File: src/rtl/jac_pkg.sv
// Shared definitions for the Jac1-8 core: opcodes, status bits, instruction fields, FSM states.
package jac_pkg;

  // Opcodes
  localparam logic [4:0] OpNop  = 5'h00;
  localparam logic [4:0] OpAdd  = 5'h01;
  localparam logic [4:0] OpSub  = 5'h02;
  localparam logic [4:0] OpAnd  = 5'h03;
  localparam logic [4:0] OpOr   = 5'h04;
  localparam logic [4:0] OpNot  = 5'h05;
  localparam logic [4:0] OpXor  = 5'h06;
  localparam logic [4:0] OpShl  = 5'h07;
  localparam logic [4:0] OpShr  = 5'h08;
  localparam logic [4:0] OpVal  = 5'h09;
  localparam logic [4:0] OpGoto = 5'h10;
  localparam logic [4:0] OpIfz  = 5'h11;
  localparam logic [4:0] OpIfnz = 5'h12;
  localparam logic [4:0] OpIfeq = 5'h13;
  localparam logic [4:0] OpIfst = 5'h14;
  localparam logic [4:0] OpIfgt = 5'h15;

  // Reserved opcode ranges (executed as NOP, flagged as illegal)
  localparam logic [4:0] OpRsvdLoFirst = 5'h0A;
  localparam logic [4:0] OpRsvdLoLast  = 5'h0F;
  localparam logic [4:0] OpRsvdHiFirst = 5'h16;
  localparam logic [4:0] OpRsvdHiLast  = 5'h1F;

  // ALU status bit indices
  localparam int unsigned StatusCarry     = 0;
  localparam int unsigned StatusUnderflow = 1;
  localparam int unsigned StatusZero      = 2;

  // Instruction field positions
  localparam int unsigned OpcodeMsb = 17;
  localparam int unsigned OpcodeLsb = 13;
  localparam int unsigned RaMsb     = 12;
  localparam int unsigned RaLsb     = 11;
  localparam int unsigned RbMsb     = 10;
  localparam int unsigned RbLsb     = 9;
  localparam int unsigned RsvdBit   = 8;
  localparam int unsigned ParamMsb  = 7;
  localparam int unsigned ParamLsb  = 0;

  // Sequencer states
  typedef enum logic [1:0] {
    StIdle  = 2'd0,
    StFetch = 2'd1,
    StExec  = 2'd2
  } state_e;

  function automatic logic is_reserved(input logic [4:0] op);
    return ((op >= OpRsvdLoFirst) && (op <= OpRsvdLoLast)) ||
           ((op >= OpRsvdHiFirst) && (op <= OpRsvdHiLast));
  endfunction

  function automatic logic is_alu_op(input logic [4:0] op);
    return (op >= OpAdd) && (op <= OpShr);
  endfunction

endpackage

File: src/rtl/jac_regfile.sv
// Register file: NumRegs x DataWidth, one synchronous write port, three combinational reads.
module jac_regfile #(
  parameter int unsigned NumRegs   = 4,
  parameter int unsigned DataWidth = 8,
  localparam int unsigned SelWidth = (NumRegs > 1) ? $clog2(NumRegs) : 1
) (
  input  logic                 clock,
  input  logic                 reset_n,
  input  logic                 we,
  input  logic [SelWidth-1:0]  waddr,
  input  logic [DataWidth-1:0] wdata,
  input  logic [SelWidth-1:0]  raddr_a,
  output logic [DataWidth-1:0] rdata_a,
  input  logic [SelWidth-1:0]  raddr_b,
  output logic [DataWidth-1:0] rdata_b,
  input  logic [SelWidth-1:0]  dbg_sel,
  output logic [DataWidth-1:0] dbg_data
);

  logic [DataWidth-1:0] regs_q [NumRegs];
  logic [DataWidth-1:0] regs_d [NumRegs];

  // Next-state: single write port
  always_comb begin
    regs_d = regs_q;
    if (we) begin
      regs_d[waddr] = wdata;
    end
  end

  // Storage with asynchronous clear
  always_ff @(posedge clock or negedge reset_n) begin
    if (!reset_n) begin
      for (int i = 0; i < NumRegs; i++) begin
        regs_q[i] <= '0;
      end
    end else begin
      regs_q <= regs_d;
    end
  end

  assign rdata_a  = regs_q[raddr_a];
  assign rdata_b  = regs_q[raddr_b];
  assign dbg_data = regs_q[dbg_sel];

endmodule

File: src/rtl/jac_control_unit.sv
// Jac1-8 instruction sequencer: fetch, decode, drive ALU, write back, resolve branches.
module jac_control_unit
  import jac_pkg::*;
#(
  parameter int unsigned DataWidth     = 8,
  parameter int unsigned AddrWidth     = 8,
  parameter int unsigned InstrWidth    = 18,
  parameter int unsigned NumRegs       = 4,
  parameter int unsigned NumStatusBits = 3
) (
  input  logic                     clock,
  input  logic                     reset_n,
  input  logic                     run,
  output logic                     imem_req,
  output logic [AddrWidth-1:0]     imem_addr,
  input  logic                     imem_valid,
  input  logic [InstrWidth-1:0]    imem_data,
  output logic [4:0]               alu_opcode,
  output logic [DataWidth-1:0]     alu_operand1,
  output logic [DataWidth-1:0]     alu_operand2,
  output logic [DataWidth-1:0]     alu_param,
  input  logic [DataWidth-1:0]     alu_result,
  input  logic [NumStatusBits-1:0] alu_status,
  output logic [AddrWidth-1:0]     pc,
  output logic [NumStatusBits-1:0] flags,
  output logic                     busy,
  output logic                     illegal,
  input  logic [1:0]               dbg_sel,
  output logic [DataWidth-1:0]     dbg_data
);

  state_e                   state_q, state_d;
  logic [AddrWidth-1:0]     pc_q, pc_d;
  logic [NumStatusBits-1:0] flags_q, flags_d;
  logic [InstrWidth-1:0]    ir_q, ir_d;
  logic                     illegal_q, illegal_d;

  logic                     rf_we;
  logic [DataWidth-1:0]     rf_wdata;
  logic [DataWidth-1:0]     rdata_a, rdata_b;

  // Decoded instruction fields
  logic [4:0]               ir_op;
  logic [1:0]               ir_ra, ir_rb;
  logic [7:0]               ir_param;
  logic [AddrWidth-1:0]     target;
  logic                     in_exec;

  assign ir_op    = ir_q[OpcodeMsb:OpcodeLsb];
  assign ir_ra    = ir_q[RaMsb:RaLsb];
  assign ir_rb    = ir_q[RbMsb:RbLsb];
  assign ir_param = ir_q[ParamMsb:ParamLsb];
  assign target   = AddrWidth'(ir_param);
  assign in_exec  = (state_q == StExec);

  // Bit 8 of the instruction word carries no meaning.
  logic unused_rsvd;
  assign unused_rsvd = ir_q[RsvdBit];

  jac_regfile #(
    .NumRegs  (NumRegs),
    .DataWidth(DataWidth)
  ) u_regfile (
    .clock   (clock),
    .reset_n (reset_n),
    .we      (rf_we),
    .waddr   (ir_ra),
    .wdata   (rf_wdata),
    .raddr_a (ir_ra),
    .rdata_a (rdata_a),
    .raddr_b (ir_rb),
    .rdata_b (rdata_b),
    .dbg_sel (dbg_sel),
    .dbg_data(dbg_data)
  );

  // Next-state, writeback and program-flow resolution
  always_comb begin
    state_d   = state_q;
    pc_d      = pc_q;
    flags_d   = flags_q;
    ir_d      = ir_q;
    illegal_d = 1'b0;
    rf_we     = 1'b0;
    rf_wdata  = alu_result;

    unique case (state_q)
      StIdle: begin
        if (run) begin
          state_d = StFetch;
        end
      end
      StFetch: begin
        if (imem_valid) begin
          ir_d    = imem_data;
          state_d = StExec;
        end
      end
      StExec: begin
        state_d = run ? StFetch : StIdle;
        pc_d    = pc_q + AddrWidth'(1);
        if (is_alu_op(ir_op)) begin
          rf_we   = 1'b1;
          flags_d = alu_status;
        end else begin
          case (ir_op)
            OpVal: begin
              rf_we    = 1'b1;
              rf_wdata = DataWidth'(ir_param);
            end
            OpGoto: pc_d = target;
            OpIfz:  if (flags_q[StatusZero])  pc_d = target;
            OpIfnz: if (!flags_q[StatusZero]) pc_d = target;
            OpIfeq: if (rdata_a == rdata_b)   pc_d = target;
            OpIfst: if (rdata_a <  rdata_b)   pc_d = target;
            OpIfgt: if (rdata_a >  rdata_b)   pc_d = target;
            default: begin
              // NOP falls through here too; only reserved codes raise illegal.
              illegal_d = is_reserved(ir_op);
            end
          endcase
        end
      end
      default: state_d = StIdle;
    endcase
  end

  // State registers with asynchronous clear
  always_ff @(posedge clock or negedge reset_n) begin
    if (!reset_n) begin
      state_q   <= StIdle;
      pc_q      <= '0;
      flags_q   <= '0;
      ir_q      <= '0;
      illegal_q <= 1'b0;
    end else begin
      state_q   <= state_d;
      pc_q      <= pc_d;
      flags_q   <= flags_d;
      ir_q      <= ir_d;
      illegal_q <= illegal_d;
    end
  end

  // Output drive: ALU inputs are live only during EXEC
  always_comb begin
    alu_opcode   = in_exec ? ir_op : OpNop;
    alu_operand1 = in_exec ? rdata_a : '0;
    alu_operand2 = in_exec ? rdata_b : '0;
    alu_param    = in_exec ? DataWidth'(ir_param) : '0;
  end

  assign imem_req  = (state_q == StFetch);
  assign imem_addr = pc_q;
  assign pc        = pc_q;
  assign flags     = flags_q;
  assign busy      = (state_q != StIdle);
  assign illegal   = illegal_q;

endmodule

File: config.mk
export PLATFORM = sky130hd
export DESIGN_NAME = jac_control_unit
export DESIGN_NICKNAME = d
export VERILOG_FILES = /design/src/rtl/jac_pkg.sv /design/src/rtl/jac_regfile.sv /design/src/rtl/jac_control_unit.sv
export SDC_FILE = /design/constraint.sdc
export NUM_CORES = 1
export LEC_CHECK = 0
export CAP_MARGIN = 20
export CELL_PAD_IN_SITES_DETAIL_PLACEMENT = 1
export CELL_PAD_IN_SITES_GLOBAL_PLACEMENT = 1
export CORE_MARGIN = 3
export CORE_UTILIZATION = 25
export DETAILED_ROUTE_END_ITERATION = 8
export GPL_ROUTABILITY_DRIVEN = 0
export HOLD_SLACK_MARGIN = 0.03
export PLACE_DENSITY = 0.63
export SYNTH_ARGS = -nofsm -noshare
export SYNTH_HDL_FRONTEND = slang
export SYNTH_SLANG_ARGS = --single-unit
File: constraint.sdc
create_clock -name clock -period 3.1 [get_ports clock]
set_input_delay 0.62 -clock clock [delete_from_list [all_inputs] [get_ports clock]]
set_output_delay 0.62 -clock clock [all_outputs]
set_load 0.01 [all_outputs]
==> impl_metrics.py, run 1 <==
metrics = {
    "setup_path": {
        "crit_path_start_kind": "input port",
        "startpoint": "dbg_sel[0]",
        "cp-end-kind": "primary output",
        "worstReg2RegEnd": "imem_addr[6]",
        "reg2reg_slack_ns": 0.16,
        "crit_fanout": 8,
        "cp.required_ns": 2.48,
        "ff2ff_path_depth": 10,
        "endpoint": "dbg_data[3]",
        "worstReg2RegStart": "ir_q[9]",
        "path_class": "input port to primary output",
        "worstPathArrival_ns": 2.34,
    },
    "floorplanning": {
        "die_area_mm2": 0.0170,
        "die_w_um": 130,
        "rows": 44,
        "design.portCount": 94,
        "coreArea_mm2": 0.0148,
        "initial_core_util": 0.261,
        "die_h_um": 130,
    },
    "pwr": {
        "pwr-share-clk": 0.193,
        "p_sw_frac": 0.368,
        "leakage_uw": 0.00221,
        "p_int_uw": 2950,
        "pwr-share-seq": 0.325,
        "powerDensity_mw_per_mm2": 880,
        "ir_drop_v": 0.000272,
        "power_frac_comb": 0.483,
        "p_switching_uw": 1720,
    },
    "sta": {
        "post-route-min-period_ns": 2.96,
        "setup_tns_ns": 0,
        "relSlewSlack": 0.512,
        "min_period_over_period": 0.956,
        "final_hold_viol_count": 0,
        "fin_worst_skew_ns": 0.00598,
        "slew_violations": 0,
        "tightest_slew_ns": 0.732,
        "fin_hold_ws_ns": 0.354,
        "fmax_mhz": 338,
        "rsz0062_at_grt": "no",
        "setup_viol": 0,
        "timing.final.ws_setup_ns": 0.137,
    },
    "yosys": {
        "yosys.cell_types.count": 45,
        "syn_nets": 398,
        "synth_seq_cells": 63,
        "netlist_area_mm2": 0.00387,
        "netlist_instances": 354,
        "syn_avg_cell_area_um2": 10.9,
        "ys_warn_count": 0,
        "yosysSeqAreaShare": 0.408,
    },
    "layout": {
        "nNetsFinal": 493,
        "register_area_mm2": 0.00158,
        "layout-drive-gt1-share": 0.212,
        "multiInputGateArea_mm2": 0.00204,
        "antenna_cells": 0,
        "area_delta_synth_final_pct": 37.1,
        "n_fill_cell": 1642,
    },
    "global_route": {
        "grt_usage": 0.142,
        "grt_pass1_wl_um": 18100,
        "grt_max_degree": 36,
        "overflow": 0,
        "antenna_found_initial": 0,
        "grt_pass1_vias": 3241,
    },
    "min_path": {
        "hp-class": "input port to asynchronous set/reset pin",
    },
    "clocking": {
        "clock-sinks": 63,
        "clock_path_buffers": 2,
        "cts_tree": "done",
        "postCtsHoldBufs": 0,
        "cts_buffers": 9,
        "clk-insertion-delay-late_ns": 0.32,
        "ctsHtreeMaxLevel": 3,
        "clkTransAtPathRegs_ns": 0.05,
        "cts-root-buf": "clkbuf_16",
    },
    "detailed_routing": {
        "wl_per_cell_um": 18.3,
        "drc": 0,
        "first_iter_violations": 95,
        "vias": 3068,
        "drt_pass1_iterations": 4,
        "postRouteAntennaNets": 0,
        "vias_per_cell": 4.82,
        "wirelength_um": 11700,
    },
    "placement": {
        "dp_worst_setup_slack_ns": 0.0415,
        "port_buffers": 92,
        "place.detailed.hpwl_um": 8850,
    },
    "flow_run": {
        "maxCapViolCount": 0,
    },
    "run_status": {
        "status": "finished clean",
    },
}
## synthesized netlist by cell type (all sizes together)
cell type,instances,share of area
nor2b,6,0.0097
inv,16,0.016
nand3b,1,0.0019
dfrtp,63,0.41
nand3,5,0.011
nand4,4,0.010
buf,21,0.041
o21ai,14,0.021
nor3b,3,0.012
mux2,21,0.061
and2,19,0.031
a21oi,30,0.042
o31ai,1,0.0019
or3,1,0.0016
nand2,29,0.028
or2,4,0.0065
mux4,24,0.14
nor3,7,0.012
mux2i,9,0.023
clkbuf,7,0.0068
o211a,1,0.0045
or3b,1,0.0023
o22ai,5,0.0081
o211ai,10,0.021
nor2,38,0.039
ha,9,0.029
o221ai,1,0.0039
o31a,1,0.0023
nand2b,1,0.0016
and3,1,0.0016
or4,1,0.0029
## state kept, by name (all words and copies together), names as in the netlist
signal	flops
u_regfile.regs_q	32
ir_q	17
imem_addr	8
flags	3
state_q	2
illegal	1
## critical path, cell delays in order
cell	delay (ns)
clkdlybuf4s50_1	0.51
buf_12	0.16
mux4_2	0.55
clkdlybuf4s50_1	0.50
## power by group through the flow
stage | sequential [uW] | clock [uW] | combinational, uW
6_report | 1510 | 899 | 2250
4_1_cts | 1520 | 931 | 2260
2_1_floorplan | 1380 | 0 | 1460
3_3_place_gp | 1500 | 0 | 2190
3_5_place_dp | 1530 | 0 | 2250
5_1_grt | 1580 | 973 | 2490
## kinds of logic after synthesis
kind of cell / count (synthesis) / synth area share
buffers and inverters: 44 / 0.0638
flip-flops: 63 / 0.408
AND/OR/NAND/NOR: 121 / 0.171
AO/OA/AOI/OAI: 63 / 0.104
multiplexers: 54 / 0.224
adder cells (fa/ha/maj): 9 / 0.0291
## metal layers
layer	wire (um)	GRT usage	vias up
met5	0	0	-
met4	70	0.0309	0
met3	545	0.0356	6
met2	5970	0.245	68
met1	5060	0.179	1547
li1	-	-	1447
## final cells by class
type                    count  area share
multi-input cells         247       0.386
flip-flops and latches     63       0.298
repair buffers            112       0.213
clock buffers              14      0.0479
well taps                 184      0.0434
inverters                  16      0.0113
clock inverters             1    0.000945
## timing repair
item	in CTS	in global routing
cloned	0	0
endpoints found under the setup margin	2	5
gates resized for setup	1	0
setup buffers	0	1
## metrics by stage
stage	utilization	std cells	power (uW)	instance area, um^2
floorplan	-	354	2840	3870
global placement	0.339	621	3690	5020
detailed placement	0.339	621	3780	5020
CTS	0.356	636	4720	5280
global route	0.358	637	5040	5300
finish	0.358	637	4660	5300
## cells in the final DEF, fill, tap and decap left out, types with 6 or more instances in the layout
cell type and n:
ha_1 9, clkbuf_16 9, nand2_1 29, nor2_1 37, buf_4 15, o211ai_1 9
a21oi_1 27, mux2_2 21, mux2i_1 9, inv_1 16, mux4_2 24, nor3_1 6
nor2b_1 6, o21ai_0 8, and2_1 19, clkdlybuf4s50_1 91, dfrtp_1 62
## how the worst min path moves through the flow
stage	to	depth (start not counted)	from	slack, ns
2_1_floorplan	flags[0]	0	reset_n	0.32
3_3_place_gp	flags[1]	1	flags[1]	0.49
3_5_place_dp	flags[0]	1	flags[0]	0.50
4_1_cts	imem_addr[7]	1	reset_n	0.37
5_1_grt	imem_addr[7]	1	reset_n	0.40
6_report	imem_addr[7]	1	reset_n	0.35
No activity file was read; power rests on OpenSTA's default activity.
==> run 2: changes to the inputs <==
--- a/config.mk
+++ b/config.mk
@@ -5,7 +5,6 @@
 export SDC_FILE = /design/constraint.sdc
 export NUM_CORES = 1
 export LEC_CHECK = 0
-export CAP_MARGIN = 20
 export CELL_PAD_IN_SITES_DETAIL_PLACEMENT = 1
 export CELL_PAD_IN_SITES_GLOBAL_PLACEMENT = 1
 export CORE_MARGIN = 3
@@ -14,6 +13,7 @@
 export GPL_ROUTABILITY_DRIVEN = 0
 export HOLD_SLACK_MARGIN = 0.03
 export PLACE_DENSITY = 0.63
+export SLEW_MARGIN = 30
 export SYNTH_ARGS = -nofsm -noshare
 export SYNTH_HDL_FRONTEND = slang
 export SYNTH_SLANG_ARGS = --single-unit
==> results of run 2 <==
The final DEF is identical to that of run 1; final timing and power are the same.
